### config.mk
export PLATFORM = sky130hd
export DESIGN_NAME = fb_block_reader
export DESIGN_NICKNAME = d
export VERILOG_FILES = /design/src/rtl/fb_pkg.sv /design/src/rtl/fb_rd_fifo.sv /design/src/rtl/fb_block_reader.sv
export SDC_FILE = /design/constraint.sdc
export NUM_CORES = 1
export LEC_CHECK = 0
export ABC_CLOCK_PERIOD_IN_PS = 3000
export CELL_PAD_IN_SITES_DETAIL_PLACEMENT = 1
export CELL_PAD_IN_SITES_GLOBAL_PLACEMENT = 1
export CORE_AREA = 5 5 134 136
export DETAILED_ROUTE_END_ITERATION = 8
export DIE_AREA = 0 0 139 141
export DONT_BUFFER_PORTS = 1
export PLACE_DENSITY_LB_ADDON = 0.2
export SLEW_MARGIN = 5
export SYNTH_ARGS = -nofsm -noshare
export SYNTH_HDL_FRONTEND = slang
export SYNTH_SLANG_ARGS = --single-unit
### constraint.sdc
create_clock -name i_rd_clk -period 3 [get_ports i_rd_clk]
set_clock_uncertainty 0.15 [all_clocks]
set_input_delay 0.45 -clock i_rd_clk [delete_from_list [all_inputs] [get_ports i_rd_clk]]
set_output_delay 0.45 -clock i_rd_clk [all_outputs]
set_load 0.01 [all_outputs]
### src/rtl/fb_pkg.sv
// Shared constants and types for the frame-buffer block reader.
//   FB_ADDR_W : store byte address width
//   FB_BLK    : block edge length in pixels
//   fb_state_t: read FSM states
//   fb_pix_t  : FIFO entry, pixel byte plus the flags that travel with it
package fb_pkg;
  localparam int FB_ADDR_W = 17;
  localparam int FB_BLK    = 8;
  localparam int FB_PIX_W  = 11;

  typedef enum logic [1:0] {
    ST_IDLE  = 2'd0,
    ST_ISSUE = 2'd1,
    ST_HOLD  = 2'd2,
    ST_DRAIN = 2'd3
  } fb_state_t;

  typedef struct packed {
    logic       flast;
    logic       blast;
    logic       bfirst;
    logic [7:0] data;
  } fb_pix_t;
endpackage

### src/rtl/fb_rd_fifo.sv
// 2-deep output FIFO between the store read path and the pixel stream.
//   i_clk, i_rst_n : clock, async active-low reset
//   i_push, i_din  : write one entry (accepted when not full or popping)
//   i_pop          : remove head entry (ignored when empty)
//   o_dout         : head entry
//   o_cnt          : number of valid entries (0..2)
module fb_rd_fifo
  import fb_pkg::*;
(
  input  logic                i_clk,
  input  logic                i_rst_n,
  input  logic                i_push,
  input  logic [FB_PIX_W-1:0] i_din,
  input  logic                i_pop,
  output logic [FB_PIX_W-1:0] o_dout,
  output logic [1:0]          o_cnt
);
  logic [FB_PIX_W-1:0] r_mem [2];
  logic                r_wp, r_rp;
  logic [1:0]          r_cnt;
  logic                w_do_pop, w_do_push;

  assign w_do_pop  = i_pop && (r_cnt != 2'd0);
  // push into a full FIFO is fine when the head leaves in the same cycle
  assign w_do_push = i_push && ((r_cnt != 2'd2) || w_do_pop);

  always_ff @(posedge i_clk or negedge i_rst_n) begin
    if (!i_rst_n) begin
      r_mem[0] <= '0;
      r_mem[1] <= '0;
      r_wp     <= 1'b0;
      r_rp     <= 1'b0;
      r_cnt    <= 2'd0;
    end else begin
      if (w_do_push) begin
        r_mem[r_wp] <= i_din;
        r_wp        <= ~r_wp;
      end
      if (w_do_pop) r_rp <= ~r_rp;
      r_cnt <= r_cnt + {1'b0, w_do_push} - {1'b0, w_do_pop};
    end
  end

  assign o_dout = r_mem[r_rp];
  assign o_cnt  = r_cnt;
endmodule

### src/rtl/fb_block_reader.sv
// Frame-buffer read master: walks a raster frame in 8x8 blocks, reads the
// byte store (2-cycle address hold, data sampled in the third cycle) and
// streams pixels to the encoder over valid/ready.
//   i_rd_clk, i_reset_n : clock, async active-low reset
//   i_start             : begin one frame (ignored while busy)
//   o_busy, o_done      : frame in progress / 1-cycle completion pulse
//   i_wr_busy           : store write active, voids the read in flight
//   o_rd_addr, i_rd_data: store read port
//   o_pix_*, i_pix_ready: pixel stream with block/frame flags
module fb_block_reader
  import fb_pkg::*;
#(
  parameter int IMG_W     = 320,
  parameter int IMG_H     = 240,
  parameter int BASE_ADDR = 0
) (
  input  logic        i_rd_clk,
  input  logic        i_reset_n,
  input  logic        i_start,
  output logic        o_busy,
  output logic        o_done,
  input  logic        i_wr_busy,
  output logic [16:0] o_rd_addr,
  input  logic [7:0]  i_rd_data,
  output logic [7:0]  o_pix_data,
  output logic        o_pix_valid,
  input  logic        i_pix_ready,
  output logic        o_blk_first,
  output logic        o_blk_last,
  output logic        o_frame_last
);
  localparam logic [FB_ADDR_W-1:0] W_ROW    = FB_ADDR_W'(IMG_W);
  localparam logic [FB_ADDR_W-1:0] W_BAND   = FB_ADDR_W'(IMG_W * FB_BLK);
  localparam logic [FB_ADDR_W-1:0] BLK_STEP = FB_ADDR_W'(FB_BLK);
  localparam logic [FB_ADDR_W-1:0] A_BASE   = FB_ADDR_W'(BASE_ADDR);
  localparam logic [FB_ADDR_W-1:0] BX_LAST  = FB_ADDR_W'(IMG_W / FB_BLK - 1);
  localparam logic [FB_ADDR_W-1:0] BY_LAST  = FB_ADDR_W'(IMG_H / FB_BLK - 1);
  localparam logic [2:0]           P_LAST   = 3'(FB_BLK - 1);

  fb_state_t            r_state;
  logic [FB_ADDR_W-1:0] r_rd_addr, r_row_base, r_blk_base, r_band_base;
  logic [FB_ADDR_W-1:0] r_bx, r_by;
  logic [2:0]           r_col, r_row;
  logic                 r_coll, r_samp, r_busy, r_done;
  logic [2:0]           r_sflags;

  logic [FB_ADDR_W-1:0] w_nxt_row, w_nxt_blk, w_nxt_band;
  logic                 w_first, w_last, w_end, w_proceed, w_pop;
  logic [1:0]           w_cnt;
  fb_pix_t              w_head;

  assign w_nxt_row  = r_row_base + W_ROW;
  assign w_nxt_blk  = r_blk_base + BLK_STEP;
  assign w_nxt_band = r_band_base + W_BAND;

  assign w_first = (r_row == 3'd0) && (r_col == 3'd0);
  assign w_last  = (r_row == P_LAST) && (r_col == P_LAST);
  assign w_end   = w_last && (r_bx == BX_LAST) && (r_by == BY_LAST);

  // a new read may only start if the FIFO can take it on top of the one
  // whose data is being sampled this cycle
  assign w_proceed = (2'd2 - w_cnt) > {1'b0, r_samp};
  assign w_pop     = o_pix_valid && i_pix_ready;

  fb_rd_fifo u_fifo (
    .i_clk   (i_rd_clk),
    .i_rst_n (i_reset_n),
    .i_push  (r_samp),
    .i_din   ({r_sflags, i_rd_data}),
    .i_pop   (w_pop),
    .o_dout  (w_head),
    .o_cnt   (w_cnt)
  );

  always_ff @(posedge i_rd_clk or negedge i_reset_n) begin
    if (!i_reset_n) begin
      r_state     <= ST_IDLE;
      r_rd_addr   <= '0;
      r_row_base  <= '0;
      r_blk_base  <= '0;
      r_band_base <= '0;
      r_bx        <= '0;
      r_by        <= '0;
      r_col       <= 3'd0;
      r_row       <= 3'd0;
      r_coll      <= 1'b0;
      r_samp      <= 1'b0;
      r_sflags    <= 3'd0;
      r_busy      <= 1'b0;
      r_done      <= 1'b0;
    end else begin
      r_samp <= 1'b0;
      r_done <= 1'b0;
      case (r_state)
        ST_IDLE: if (i_start) begin
          r_state     <= ST_ISSUE;
          r_busy      <= 1'b1;
          r_rd_addr   <= A_BASE;
          r_row_base  <= A_BASE;
          r_blk_base  <= A_BASE;
          r_band_base <= A_BASE;
          r_bx        <= '0;
          r_by        <= '0;
          r_col       <= 3'd0;
          r_row       <= 3'd0;
        end
        ST_ISSUE: if (w_proceed) begin
          r_coll  <= i_wr_busy;
          r_state <= ST_HOLD;
        end
        ST_HOLD: begin
          if (r_coll || i_wr_busy) begin
            // store returned nothing useful: present the same address again
            r_state <= ST_ISSUE;
          end else begin
            r_samp   <= 1'b1;
            r_sflags <= {w_end, w_last, w_first};
            if (w_end) begin
              r_state <= ST_DRAIN;
            end else begin
              r_state <= ST_ISSUE;
              if (r_col != P_LAST) begin
                r_col     <= r_col + 3'd1;
                r_rd_addr <= r_rd_addr + 17'd1;
              end else begin
                r_col <= 3'd0;
                if (r_row != P_LAST) begin
                  r_row      <= r_row + 3'd1;
                  r_row_base <= w_nxt_row;
                  r_rd_addr  <= w_nxt_row;
                end else begin
                  r_row <= 3'd0;
                  if (r_bx != BX_LAST) begin
                    r_bx       <= r_bx + 17'd1;
                    r_blk_base <= w_nxt_blk;
                    r_row_base <= w_nxt_blk;
                    r_rd_addr  <= w_nxt_blk;
                  end else begin
                    r_bx        <= '0;
                    r_by        <= r_by + 17'd1;
                    r_band_base <= w_nxt_band;
                    r_blk_base  <= w_nxt_band;
                    r_row_base  <= w_nxt_band;
                    r_rd_addr   <= w_nxt_band;
                  end
                end
              end
            end
          end
        end
        ST_DRAIN: if (w_pop && w_head.flast) begin
          r_state <= ST_IDLE;
          r_busy  <= 1'b0;
          r_done  <= 1'b1;
        end
        default: r_state <= ST_IDLE;
      endcase
    end
  end

  assign o_busy       = r_busy;
  assign o_done       = r_done;
  assign o_rd_addr    = r_rd_addr;
  assign o_pix_valid  = (w_cnt != 2'd0);
  assign o_pix_data   = w_head.data;
  assign o_blk_first  = o_pix_valid && w_head.bfirst;
  assign o_blk_last   = o_pix_valid && w_head.blast;
  assign o_frame_last = o_pix_valid && w_head.flast;
endmodule

==> results of run 1 <==
## final cells by class
| class | instances | area, um2 |
|---|---|---|
| clock buffers | 18 | 429 |
| clock inverters | 14 | 199 |
| fillers | 1916 | 8330 |
| inverters | 29 | 109 |
| multi-input cells | 592 | 3820 |
| flip-flops and latches | 134 | 3350 |
| well taps | 225 | 282 |
| repair buffers | 36 | 295 |
## report_power, final
| group | switching (mW) | internal, mW |
|---|---|---|
| clock network | 0.839 | 1.40 |
| logic | 0.0808 | 0.0776 |
| registers | 0.0470 | 1.83 |
## cell usage after synthesis (all sizes together), types with 9 or more instances
cell / n / area [um2]
and4: 11 / 97.6
xor2: 20 / 175
nor2: 60 / 225
or4: 10 / 78.8
and3: 9 / 56.3
or3: 9 / 56.3
a22o: 15 / 131
inv: 28 / 105
o21ai: 63 / 315
nand2: 93 / 349
nand4: 19 / 134
buf: 10 / 53.8
xnor2: 20 / 175
o31ai: 18 / 135
nor3: 19 / 100
nand3: 35 / 175
ha: 18 / 225
a31oi: 13 / 81.3
mux2: 33 / 372
nor4: 12 / 105
a21oi: 26 / 130
dfrtp: 134 / 3350
clkbuf: 26 / 97.6
## path summary, 6_finish.rpt
kind	start	endpoint	slack (ns)
setup reg to reg	r_by[0]	r_by[16]	0.22
hold / removal	i_reset_n	u_fifo.r_mem[11]	-0.43
max in group asynchronous	i_reset_n	o_rd_addr[6]	2.98
min in group i_rd_clk	i_rd_data[0]	u_fifo.r_mem[0]	0.02
setup / recovery	r_by[0]	r_by[16]	0.22
hold reg to reg	r_blk_base[0]	r_blk_base[0]	0.34
## routing by layer
| metal | global-route usage | wire length [um] |
|---|---|---|
| met5 | 0 | 0 |
| met4 | 0.0716 | 485 |
| met3 | 0.0580 | 935 |
| met2 | 0.389 | 10900 |
| met1 | 0.287 | 9640 |
## metrics by stage
step	hold slack [ns]	setup WS, ns	instance area, um2	total power, mW	std cells
after floorplan	0.00441	0.342	7430	2.03	791
after global placement	0.00790	0.230	7860	2.05	1016
after detailed placement	0.00883	0.169	7860	2.07	1016
after CTS	-0.445	0.146	8480	4.32	1048
after global routing	-0.453	0.0633	8490	4.43	1048
final	-0.432	0.220	8490	4.27	1048
## worst reg2reg max path, stage by stage, from the launching register on
cell and delay [ns]:
sky130_fd_sc_hd__dfrtp_1 0.45, sky130_fd_sc_hd__ha_1 0.24, sky130_fd_sc_hd__nor3b_1 0.17, sky130_fd_sc_hd__and3_1 0.19, sky130_fd_sc_hd__and4_1 0.23, sky130_fd_sc_hd__or4_4 0.59
sky130_fd_sc_hd__or4_1 0.54, sky130_fd_sc_hd__a21oi_1 0.15
## registers in the layout (all words and copies together) (netlist names), 2 cells and up
| signal | cells |
|---|---|
| r_blk_base | 17 |
| r_row_base | 17 |
| r_bx | 17 |
| r_col | 3 |
| r_band_base | 8 |
| u_fifo.r_mem | 22 |
| u_fifo.o_cnt | 2 |
| r_by | 17 |
| r_state | 2 |
| o_rd_addr | 17 |
| r_sflags | 3 |
| r_row | 3 |
## cells by family after synthesis
family	Yosys count
flip-flops	134
buffers and inverters	65
AND/OR/NAND/NOR	311
AO/OA/AOI/OAI	183
XOR/XNOR	40
adder cells (fa/ha/maj)	18
multiplexers	40
## cell usage in the layout (no fill, tap or decap), drive strengths merged, types with 19 or more instances in the layout
cell / count
mux2: 33
dfrtp: 134
o21ai: 63
buf: 36
nor2: 60
xor2: 20
xnor2: 20
inv: 31
nand3: 35
a21oi: 26
nand4: 19
nand2: 93
nor3: 19
## timing repair
item                                    4_1_cts  5_1_grt
buffers inserted                              0        0
endpoints found under the setup margin        0        8
hold endpoints to repair                    134      134
resized for setup                             0        2
==> parameters.txt, run 1 <==
Parameter                              Value

Logic synthesis
  Synth Area in Adders ... 0.0303
  Syn Inst Count ... 791
  Syn nets ... 822
  Sequential fraction of the synthesis area ... 0.451
  Most frequently used flop master after synthesis ... sky130_fd_sc_hd__dfrtp_1
  Count of warnings emitted by yosys ... 0
  Post-synthesis cell type count ... just over 60
  Register bit count reported by yosys ... 134
  Async S/R FF share, synth ... 1.00
  Mean cell area of the mapped netlist ... about 9.4 um2
  Post-Synth XOR/XNOR Area ... 0.0471
  Largest family of logic cells by synthesized area ... simple AND/OR/NAND/NOR gates
  Fraction of the mapped netlist area in compound gates ... 0.159
  Portion of netlist area occupied by mux cells ... 0.0594
  Count of flip-flops with a built-in enable after synthesis ... 0
  Cell area after synthesis ... between 0.007 and 0.008 mm2
  Synth Area in Simple Gates ... 0.218

Route
  Routed wire length per instance ... 20.9 um
  Routed vias ... 6,282
  Detailed Route Iter0 Violations ... around 360
  DRC violation count after routing ... 0
  Per-cell via count in the routed design ... 5.99
  ANT nets after route ... 0
  Overall routed net length ... about 22,000 um
  1st-pass router iterations ... 4

Setup path
  Kind of end point of the critical path ... register
  Largest stage delay on the critical path ... ~0.59 ns
  Cells traversed along the worst timing path ... ha_1 -> nor3b_1 -> and3_1 -> and4_1 -> or4_4 -> or4_1 -> a21oi_1
  Maximum fanout along the worst path ... 13
  Cell depth of the worst setup path ... 7
  Kind of cell adding the most delay to the critical path ... simple AND/OR/NAND/NOR gates
  FF-to-FF path depth ... 7
  Worst-path cell with the longest stage delay ... sky130_fd_sc_hd__or4_4
  Crit path required time ... roughly 3.2 ns
  Type of element launching the critical path ... register
  Category of the critical setup timing path ... register to register
  Crit path DAT ... 2.98 ns
  Crit path buffers/inverters ... 0

Status
  Status ... finished, violations left
  Failing checks ... negative hold slack

Finish
  # diodes ... 0
  Final cell utilization of the core ... 0.505
  Layout cells sized above 1 ... 0.136
  Layout net count ... between 800 and 900
  Signed area change from the synthesized netlist to the final layout ... 14.2%

Timing
  Worst Max-Slew Pin Slew ... a little under 0.8 ns
  Slew Limit Fails ... 0
  Setup Total Neg Slack ... 0 ns
  Share of the clock period used by the worst path ... 0.927
  Number of hold-slack violations in the final timing report ... 134
  Final hold slack ... -0.432 ns
  Clock period minus final worst setup slack ... 2.78 ns
  Setup repair after global routing missed its margin ... no
  Achievable clock frequency ... roughly 360 MHz
  Number of endpoints failing setup at the final stage ... 0
  Slew Limit Headroom ... 0.467

Clock network
  Total CTS buffers ... 17
  Htree depth ... 4
  Insertion delay to the later sink of the worst-skew pair ... between 0.4 and 0.5 ns
  Clock tree from TritonCTS ... built
  Clock sink count ... 134
  Cell chosen for the clock root ... sky130_fd_sc_hd__clkbuf_16
  Max Buffers Root-to-Sink ... 2
  Clock slew seen by the registers of the worst setup and hold paths ... about 0.060 ns

Job
  Max-capacitance violation count ... 0

Floorplan
  Die H ... around 140 um
  Initial core utilization ... 0.442
  Core outline area ... 0.0168 mm2
  Number of top-level design ports ... 44
  Cell row count ... 48
  Die Area ... approximately 0.020 mm2
  Die W ... 139 um

Global routing
  Final global-route overflow total ... 0
  Antenna violations before repair ... 0
  Maximum number of pins on one net before global-route repair ... 135
  Number of global-route vias before repair ... between 6,000 and 7,000
  Total routing usage reported by global routing ... 0.229
  Global-route wire length before repair ... 36,400 um

Pwr
  Pleak ... around 3.8 nW
  Peak supply drop ... roughly 440 uV
  Power per unit of standard cell area ... about 500 mW/mm2

Worst hold path
  Worst hold path class ... input port to async pin

Place
  Placer congestion estimate ... ~0.84
  Port buffer count ... 0
  Dpl hpwl ... approximately 15,000 um
Note: power is estimated with default switching activity, not from simulation.
==> run 2, diff against run 1 <==
--- a/config.mk
+++ b/config.mk
@@ -5,12 +5,12 @@
 export SDC_FILE = /design/constraint.sdc
 export NUM_CORES = 1
 export LEC_CHECK = 0
-export ABC_CLOCK_PERIOD_IN_PS = 3000
+export ABC_CLOCK_PERIOD_IN_PS = 2900
 export CELL_PAD_IN_SITES_DETAIL_PLACEMENT = 1
 export CELL_PAD_IN_SITES_GLOBAL_PLACEMENT = 1
-export CORE_AREA = 5 5 134 136
+export CORE_AREA = 5 5 152 154
 export DETAILED_ROUTE_END_ITERATION = 8
-export DIE_AREA = 0 0 139 141
+export DIE_AREA = 0 0 157 159
 export DONT_BUFFER_PORTS = 1
 export PLACE_DENSITY_LB_ADDON = 0.2
 export SLEW_MARGIN = 5
==> constraint.sdc (replaced) <==
create_clock -name i_rd_clk -period 2.9 [get_ports i_rd_clk]
set_clock_uncertainty 0.15 [all_clocks]
set_input_delay 0.435 -clock i_rd_clk [delete_from_list [all_inputs] [get_ports i_rd_clk]]
set_output_delay 0.435 -clock i_rd_clk [all_outputs]
set_load 0.01 [all_outputs]
==> run 2 against run 1 <==
Design area grew 2.5%. Hold slack lost 0.022 ns. Die area grew 27%. Critical path type unchanged. Largest cell class unchanged. Global-route usage shrank 4.8 points. Cell count grew 7.0%. The flow still finishes with violations (negative hold slack). First-iteration DRC count grew 7.3%. Register-to-register slack lost 0.11 ns. Highest routed layer unchanged.
==> parameters.txt, run 2 (synthesis gave the netlist of run 1 again) <==
Parameter                              Value

Route
  Routed wire length per instance ... roughly 20 um
  DRC violation count after routing ... 0
  Per-cell via count in the routed design ... 5.59
  Overall routed net length ... about 22,000 um
  Detailed Route Iter0 Violations ... ~380
  1st-pass router iterations ... 4
  Routed vias ... approximately 6,300
  ANT nets after route ... 0

Timing
  Final hold slack ... -0.454 ns
  Number of hold-slack violations in the final timing report ... approximately 130
  Achievable clock frequency ... roughly 360 MHz
  Setup repair after global routing missed its margin ... no
  Number of endpoints failing setup at the final stage ... 0
  Clock period minus final worst setup slack ... 2.79 ns
  Slew Limit Headroom ... 0.428
  Worst Max-Slew Pin Slew ... ~0.86 ns
  Slew Limit Fails ... 0
  Share of the clock period used by the worst path ... 0.962
  Setup Total Neg Slack ... 0 ns

Setup path
  Reg-to-reg setup timing slack ... roughly 0.11 ns
  Worst r2r src ... r_col[0]
  Type of element launching the critical path ... register
  Crit path buffers/inverters ... 0
  FF-to-FF path depth ... 8
  Largest stage delay on the critical path ... ~0.54 ns
  Cell depth of the worst setup path ... 8
  Crit path required time ... 3.10 ns
  Kind of cell adding the most delay to the critical path ... simple AND/OR/NAND/NOR gates
  Maximum fanout along the worst path ... 13
  Cells traversed along the worst timing path ... ha_1 -> ha_1 -> nand2_1 -> nor2_1 -> and4_2 -> or4_4 -> or4_1 -> a21oi_1
  Worst-path cell with the longest stage delay ... sky130_fd_sc_hd__or4_1
  Crit path DAT ... 2.99 ns
  Kind of end point of the critical path ... register
  Category of the critical setup timing path ... register to register
  Reg2reg end ... r_by[12]
  Critical Path Most Common Cell ... sky130_fd_sc_hd__ha_1

Clock network
  Clock slew seen by the registers of the worst setup and hold paths ... ~0.070 ns
  Clock tree from TritonCTS ... built
  Clock sink count ... ~130
  Max Buffers Root-to-Sink ... 2
  Cts-stage hold buffer count ... 9
  Cell chosen for the clock root ... sky130_fd_sc_hd__clkbuf_16
  Htree depth ... 4
  Insertion delay to the later sink of the worst-skew pair ... 0.43 ns
  Total CTS buffers ... 17

Global routing
  Maximum number of pins on one net before global-route repair ... between 100 and 150
  Antenna violations before repair ... 0
  Number of global-route vias before repair ... 6,728
  Total routing usage reported by global routing ... 0.181
  Global-route wire length before repair ... 36,500 um
  Final global-route overflow total ... 0

Pwr
  Internal cell power ... between 3 and 4 mW
  Peak supply drop ... 257 uV
  Power per unit of standard cell area ... ~490 mW/mm2
  Power share of the clock group ... 0.509
  Switching Power ... roughly 1.1 mW
  Pleak ... 3.89 nW
  Sequential group share of total power ... 0.452
  Share of total power consumed by net switching ... 0.255
  Logic pwr share ... 0.039

Place
  Placer congestion estimate ... roughly 0.85
  Total placed instance area ... around 0.008 mm2
  Dpl hpwl ... ~16,000 um
  Port buffer count ... 0

Status
  Failing checks ... negative hold slack
  Status ... finished, violations left

Finish
  Signed area change from the synthesized netlist to the final layout ... 17.1%
  Commonest cells after routing, fill and taps aside ... sky130_fd_sc_hd__dfrtp_1, sky130_fd_sc_hd__nand2_1, sky130_fd_sc_hd__o21ai_0, sky130_fd_sc_hd__nor2_1, sky130_fd_sc_hd__buf_4
  # diodes ... 0
  Final design area excluding fillers ... ~0.0087 mm2
  Most common cell after layout, fill and taps aside ... sky130_fd_sc_hd__dfrtp_1
  Layout cells sized above 1 ... 0.145
  Register ranked first by flip-flop count ... u_fifo.r_mem
  Flip-flop count of the largest register after layout ... 22
  Layout net count ... between 800 and 900

Floorplan
  Cell row count ... 54
  Die Area ... between 0.02 and 0.025 mm2
  Die W ... around 160 um
  Core outline area ... between 0.02 and 0.025 mm2
  Die H ... between 150 and 200 um
  Number of top-level design ports ... 44
  Initial core utilization ... 0.345

Job
  Max-capacitance violation count ... 0

Worst hold path
  Worst hold path class ... input port to async pin
==> run 2: layout make-up <==
| cell class | instances | area, um2 |
|---|---|---|
| fill | 2446 | 12900 |
| multi-input combinational | 592 | 3820 |
| sequential | 134 | 3350 |
| timing repair buffer | 54 | 478 |
| clock buffer | 17 | 425 |
| tap | 280 | 350 |
| clock inverter | 15 | 159 |
| inverter | 29 | 109 |
==> run 2: repair_timing <==
item	4_1_cts	5_1_grt
setup endpoints to repair	0	14
setup buffers	0	0
hold endpoints to repair	148	134
resized for setup	0	2
==> run 2: worst max path at each step <==
stage,start,end,slack (ns)
detailed placement,r_col[0],r_by[12],0.05
finish,r_col[0],r_by[12],0.11
global route,r_col[0],r_by[12],0.001
CTS,r_col[0],r_by[12],0.02
global placement,r_col[0],r_by[12],0.14
floorplan,r_bx[3],r_by[14],0.24
==> run 2: routing by layer <==
metal / routed length, um / vias to the layer above / global-route usage
met3: 892 / 34 / 0.0383
met1: 10200 / 3168 / 0.245
met5: 0 / - / 0
met4: 444 / 0 / 0.0536
met2: 10500 / 105 / 0.292
li1: - / 2962 / -
==> run 2: worst reg2reg max path, cell delays in order, from the launching register on <==
cell and delay (ns):
sky130_fd_sc_hd__dfrtp_1 0.41, sky130_fd_sc_hd__ha_1 0.21, sky130_fd_sc_hd__ha_1 0.20, sky130_fd_sc_hd__nand2_1 0.14, sky130_fd_sc_hd__nor2_1 0.09, sky130_fd_sc_hd__and4_2 0.29
sky130_fd_sc_hd__or4_4 0.52, sky130_fd_sc_hd__or4_1 0.55, sky130_fd_sc_hd__a21oi_1 0.16
==> run 2: through the flow <==
stage / setup WS, ns / power (mW) / instances / util / hold WS [ns]
CTS: 0.0236 / 4.35 / 1121 / 0.403 / -0.472
global placement: 0.143 / 2.12 / 1080 / 0.372 / -0.00682
floorplan: 0.242 / 2.10 / 791 / - / -0.0106
detailed placement: 0.0504 / 2.14 / 1080 / 0.372 / -0.00670
finish: 0.111 / 4.30 / 1121 / 0.404 / -0.454
global route: 0.00118 / 4.45 / 1121 / 0.404 / -0.482
==> run 2: power groups by stage <==
stage	clock, mW	combinational (mW)	sequential [mW]
3_5_place_dp	0	0.158	1.98
2_1_floorplan	0	0.154	1.94
6_report	2.19	0.168	1.94
4_1_cts	2.24	0.171	1.94
5_1_grt	2.32	0.186	1.95
3_3_place_gp	0	0.147	1.97
==> run 3, diff against run 2 <==
--- a/config.mk
+++ b/config.mk
@@ -13,6 +13,7 @@
 export DIE_AREA = 0 0 157 159
 export DONT_BUFFER_PORTS = 1
 export PLACE_DENSITY_LB_ADDON = 0.2
+export SETUP_SLACK_MARGIN = 0.15
 export SLEW_MARGIN = 5
 export SYNTH_ARGS = -nofsm -noshare
 export SYNTH_HDL_FRONTEND = slang
==> run 3 against run 2 <==
The run still ends with negative hold slack left. Utilization increased by 0.63 points. Combinational power is essentially flat. Design area is 1.6% higher. Global-route usage increased by 0.057 points. Worst setup slack better by 0.091 ns. Sequential power about the same. Critical path type unchanged. Highest routed layer unchanged.
==> parameters.txt, run 3 (synthesis gave the netlist of run 1 again) <==
Parameter                              Value

Clock network
  Total CTS buffers ... 17
  Cell chosen for the clock root ... sky130_fd_sc_hd__clkbuf_16
  Clock slew seen by the registers of the worst setup and hold paths ... roughly 0.07 ns
  Htree depth ... 4
  Insertion delay to the later sink of the worst-skew pair ... approximately 0.43 ns
  Max Buffers Root-to-Sink ... 2
  Cts-stage hold buffer count ... 9
  Clock tree from TritonCTS ... built
  Clock sink count ... roughly 130

Timing
  Share of the clock period used by the worst path ... 0.930
  Final hold slack ... -0.457 ns
  Setup Total Neg Slack ... 0 ns
  Slew Limit Fails ... 0
  Clock period minus final worst setup slack ... around 2.7 ns
  Number of endpoints failing setup at the final stage ... 0
  Worst Max-Slew Pin Slew ... 0.853 ns
  Achievable clock frequency ... between 300 and 400 MHz
  Number of hold-slack violations in the final timing report ... 134
  Slew Limit Headroom ... 0.429
  Setup repair after global routing missed its margin ... yes

Place
  Dpl hpwl ... between 15,000 and 20,000 um
  Placer congestion estimate ... 0.854
  Instance count after placement with tap cells included ... about 1,100
  Port buffer count ... 0

Floorplan
  Die H ... roughly 160 um
  Die Area ... 0.0250 mm2
  Cell row count ... 54
  Number of top-level design ports ... 44
  Core outline area ... between 0.02 and 0.025 mm2
  Die W ... approximately 160 um
  Initial core utilization ... 0.345

Pwr
  Peak supply drop ... approximately 260 uV
  Logic pwr share ... 0.039
  Power per unit of standard cell area ... 486 mW/mm2
  Switching Power ... 1.09 mW
  Power share of the clock group ... 0.509
  Sequential group share of total power ... 0.452
  Internal cell power ... around 3.2 mW
  Pleak ... 3.94 nW
  Share of total power consumed by net switching ... 0.255

Global routing
  Total routing usage reported by global routing ... 0.182
  Maximum number of pins on one net before global-route repair ... ~140
  Global-route wire length before repair ... 36,600 um
  Final global-route overflow total ... 0
  Antenna violations before repair ... 0
  Number of global-route vias before repair ... 6,768

Route
  Routed vias ... between 6,000 and 7,000
  Routed wire length per instance ... around 20 um
  DRC violation count after routing ... 0
  Per-cell via count in the routed design ... about 5.5
  Detailed Route Iter0 Violations ... approximately 360
  Overall routed net length ... around 22,000 um
  1st-pass router iterations ... 4
  ANT nets after route ... 0

Setup path
  Category of the critical setup timing path ... register to register
  Worst r2r src ... r_bx[3]
  Kind of end point of the critical path ... register
  Crit path DAT ... between 2 and 3 ns
  Crit path required time ... between 3 and 4 ns
  Worst setup startpoint ... r_bx[3]
  Type of element launching the critical path ... register
  Maximum fanout along the worst path ... 8
  Reg-to-reg setup timing slack ... 0.20 ns

Finish
  Signed area change from the synthesized netlist to the final layout ... 18.9%
  Flip-flop count of the largest register after layout ... 22
  Layout cells sized above 1 ... 0.172
  Most common cell after layout, fill and taps aside ... sky130_fd_sc_hd__dfrtp_1
  Non-Filler Instances ... roughly 1,100
  Layout net count ... a little under 900
  Register ranked first by flip-flop count ... u_fifo.r_mem
  Commonest cells after routing, fill and taps aside ... sky130_fd_sc_hd__dfrtp_1, sky130_fd_sc_hd__nand2_1, sky130_fd_sc_hd__o21ai_0, sky130_fd_sc_hd__nor2_1, sky130_fd_sc_hd__buf_4
  # diodes ... 0
  Number of fill cells in the layout ... 2,434

Status
  Failing checks ... negative hold slack
  Status ... finished, violations left

Worst hold path
  Worst hold path class ... input port to async pin

Job
  Max-capacitance violation count ... 0
-- run 3: changes by cell type in the layout (fill, tap and decap cells not counted), moves of 2 or more --
cell | previous run | this run
sky130_fd_sc_hd__or4_1 | 9 | 6
sky130_fd_sc_hd__nand3_2 | 0 | 3
sky130_fd_sc_hd__nand2_1 | 93 | 91
sky130_fd_sc_hd__or4_4 | 1 | 4
sky130_fd_sc_hd__a21oi_2 | 0 | 2
sky130_fd_sc_hd__nand3_1 | 35 | 32
sky130_fd_sc_hd__buf_4 | 41 | 49
sky130_fd_sc_hd__nand2_2 | 0 | 2
sky130_fd_sc_hd__dfrtp_1 | 134 | 131
sky130_fd_sc_hd__dfrtp_2 | 0 | 3
sky130_fd_sc_hd__a21oi_1 | 26 | 24
-- run 3: per-stage QoR --
stage                     power [mW]   util  area [um2]  hold WS, ns  worst slack, ns
after CTS                       4.35  0.404        8710       -0.472            0.143
after global routing            4.45  0.410        8830       -0.481            0.141
final                           4.30  0.410        8830       -0.457            0.202
after detailed placement        2.14  0.372        8020     -0.00670           0.0504
after global placement          2.12  0.372        8020     -0.00682            0.143
after floorplan                 2.10      -        7430      -0.0106            0.242
-- run 3: layout make-up --
cell class	instances	area, um2	area share
clock buffers	17	425	0.0482
repair buffers	63	549	0.0622
flip-flops and latches	134	3360	0.380
multi-input cells	592	3880	0.440
well taps	280	350	0.0397
clock inverters	15	159	0.0180
inverters	29	109	0.0123
-- run 3: worst paths after layout --
kind,cells after the start,end
min reg2reg,2,r_sflags[2]
min in group i_rd_clk,1,u_fifo.r_mem[11]
max in group asynchronous,0,r_bx[10]
max reg2reg,6,r_by[12]
max,6,r_by[12]
min,0,u_fifo.r_mem[16]
-- run 3: what timing repair did --
item / in CTS / in global routing
cloned: 0 / 0
resized for setup: 1 / 19
setup buffers: 2 / 7
pin swaps: 1 / 4
endpoints found under the hold margin: 148 / 134
setup endpoints to repair: 7 / 67
-- run 3: per-layer routing --
| layer | share of wire | global-route usage | wire length [um] |
|---|---|---|---|
| met1 | 0.45 | 0.243 | 10100 |
| met2 | 0.48 | 0.295 | 10800 |
| met3 | 0.042 | 0.0383 | 931 |
| met4 | 0.019 | 0.0536 | 421 |
| met5 | 0 | 0 | 0 |
-- run 3: power by group through the flow --
stage | registers, mW | logic (mW) | clock network [mW]
2_1_floorplan | 1.94 | 0.154 | 0
3_3_place_gp | 1.97 | 0.147 | 0
3_5_place_dp | 1.98 | 0.158 | 0
4_1_cts | 1.94 | 0.171 | 2.24
5_1_grt | 1.95 | 0.186 | 2.32
6_report | 1.94 | 0.168 | 2.19
-- run 3: worst max-delay path, cell delays in order, from the launching register on --
cell                      delay [ns]
sky130_fd_sc_hd__dfrtp_2        0.44
sky130_fd_sc_hd__nor4_4         0.36
sky130_fd_sc_hd__nand4_4        0.14
sky130_fd_sc_hd__o31a_1         0.29
sky130_fd_sc_hd__or4_4          0.56
sky130_fd_sc_hd__or4_4          0.54
sky130_fd_sc_hd__a21oi_1        0.15
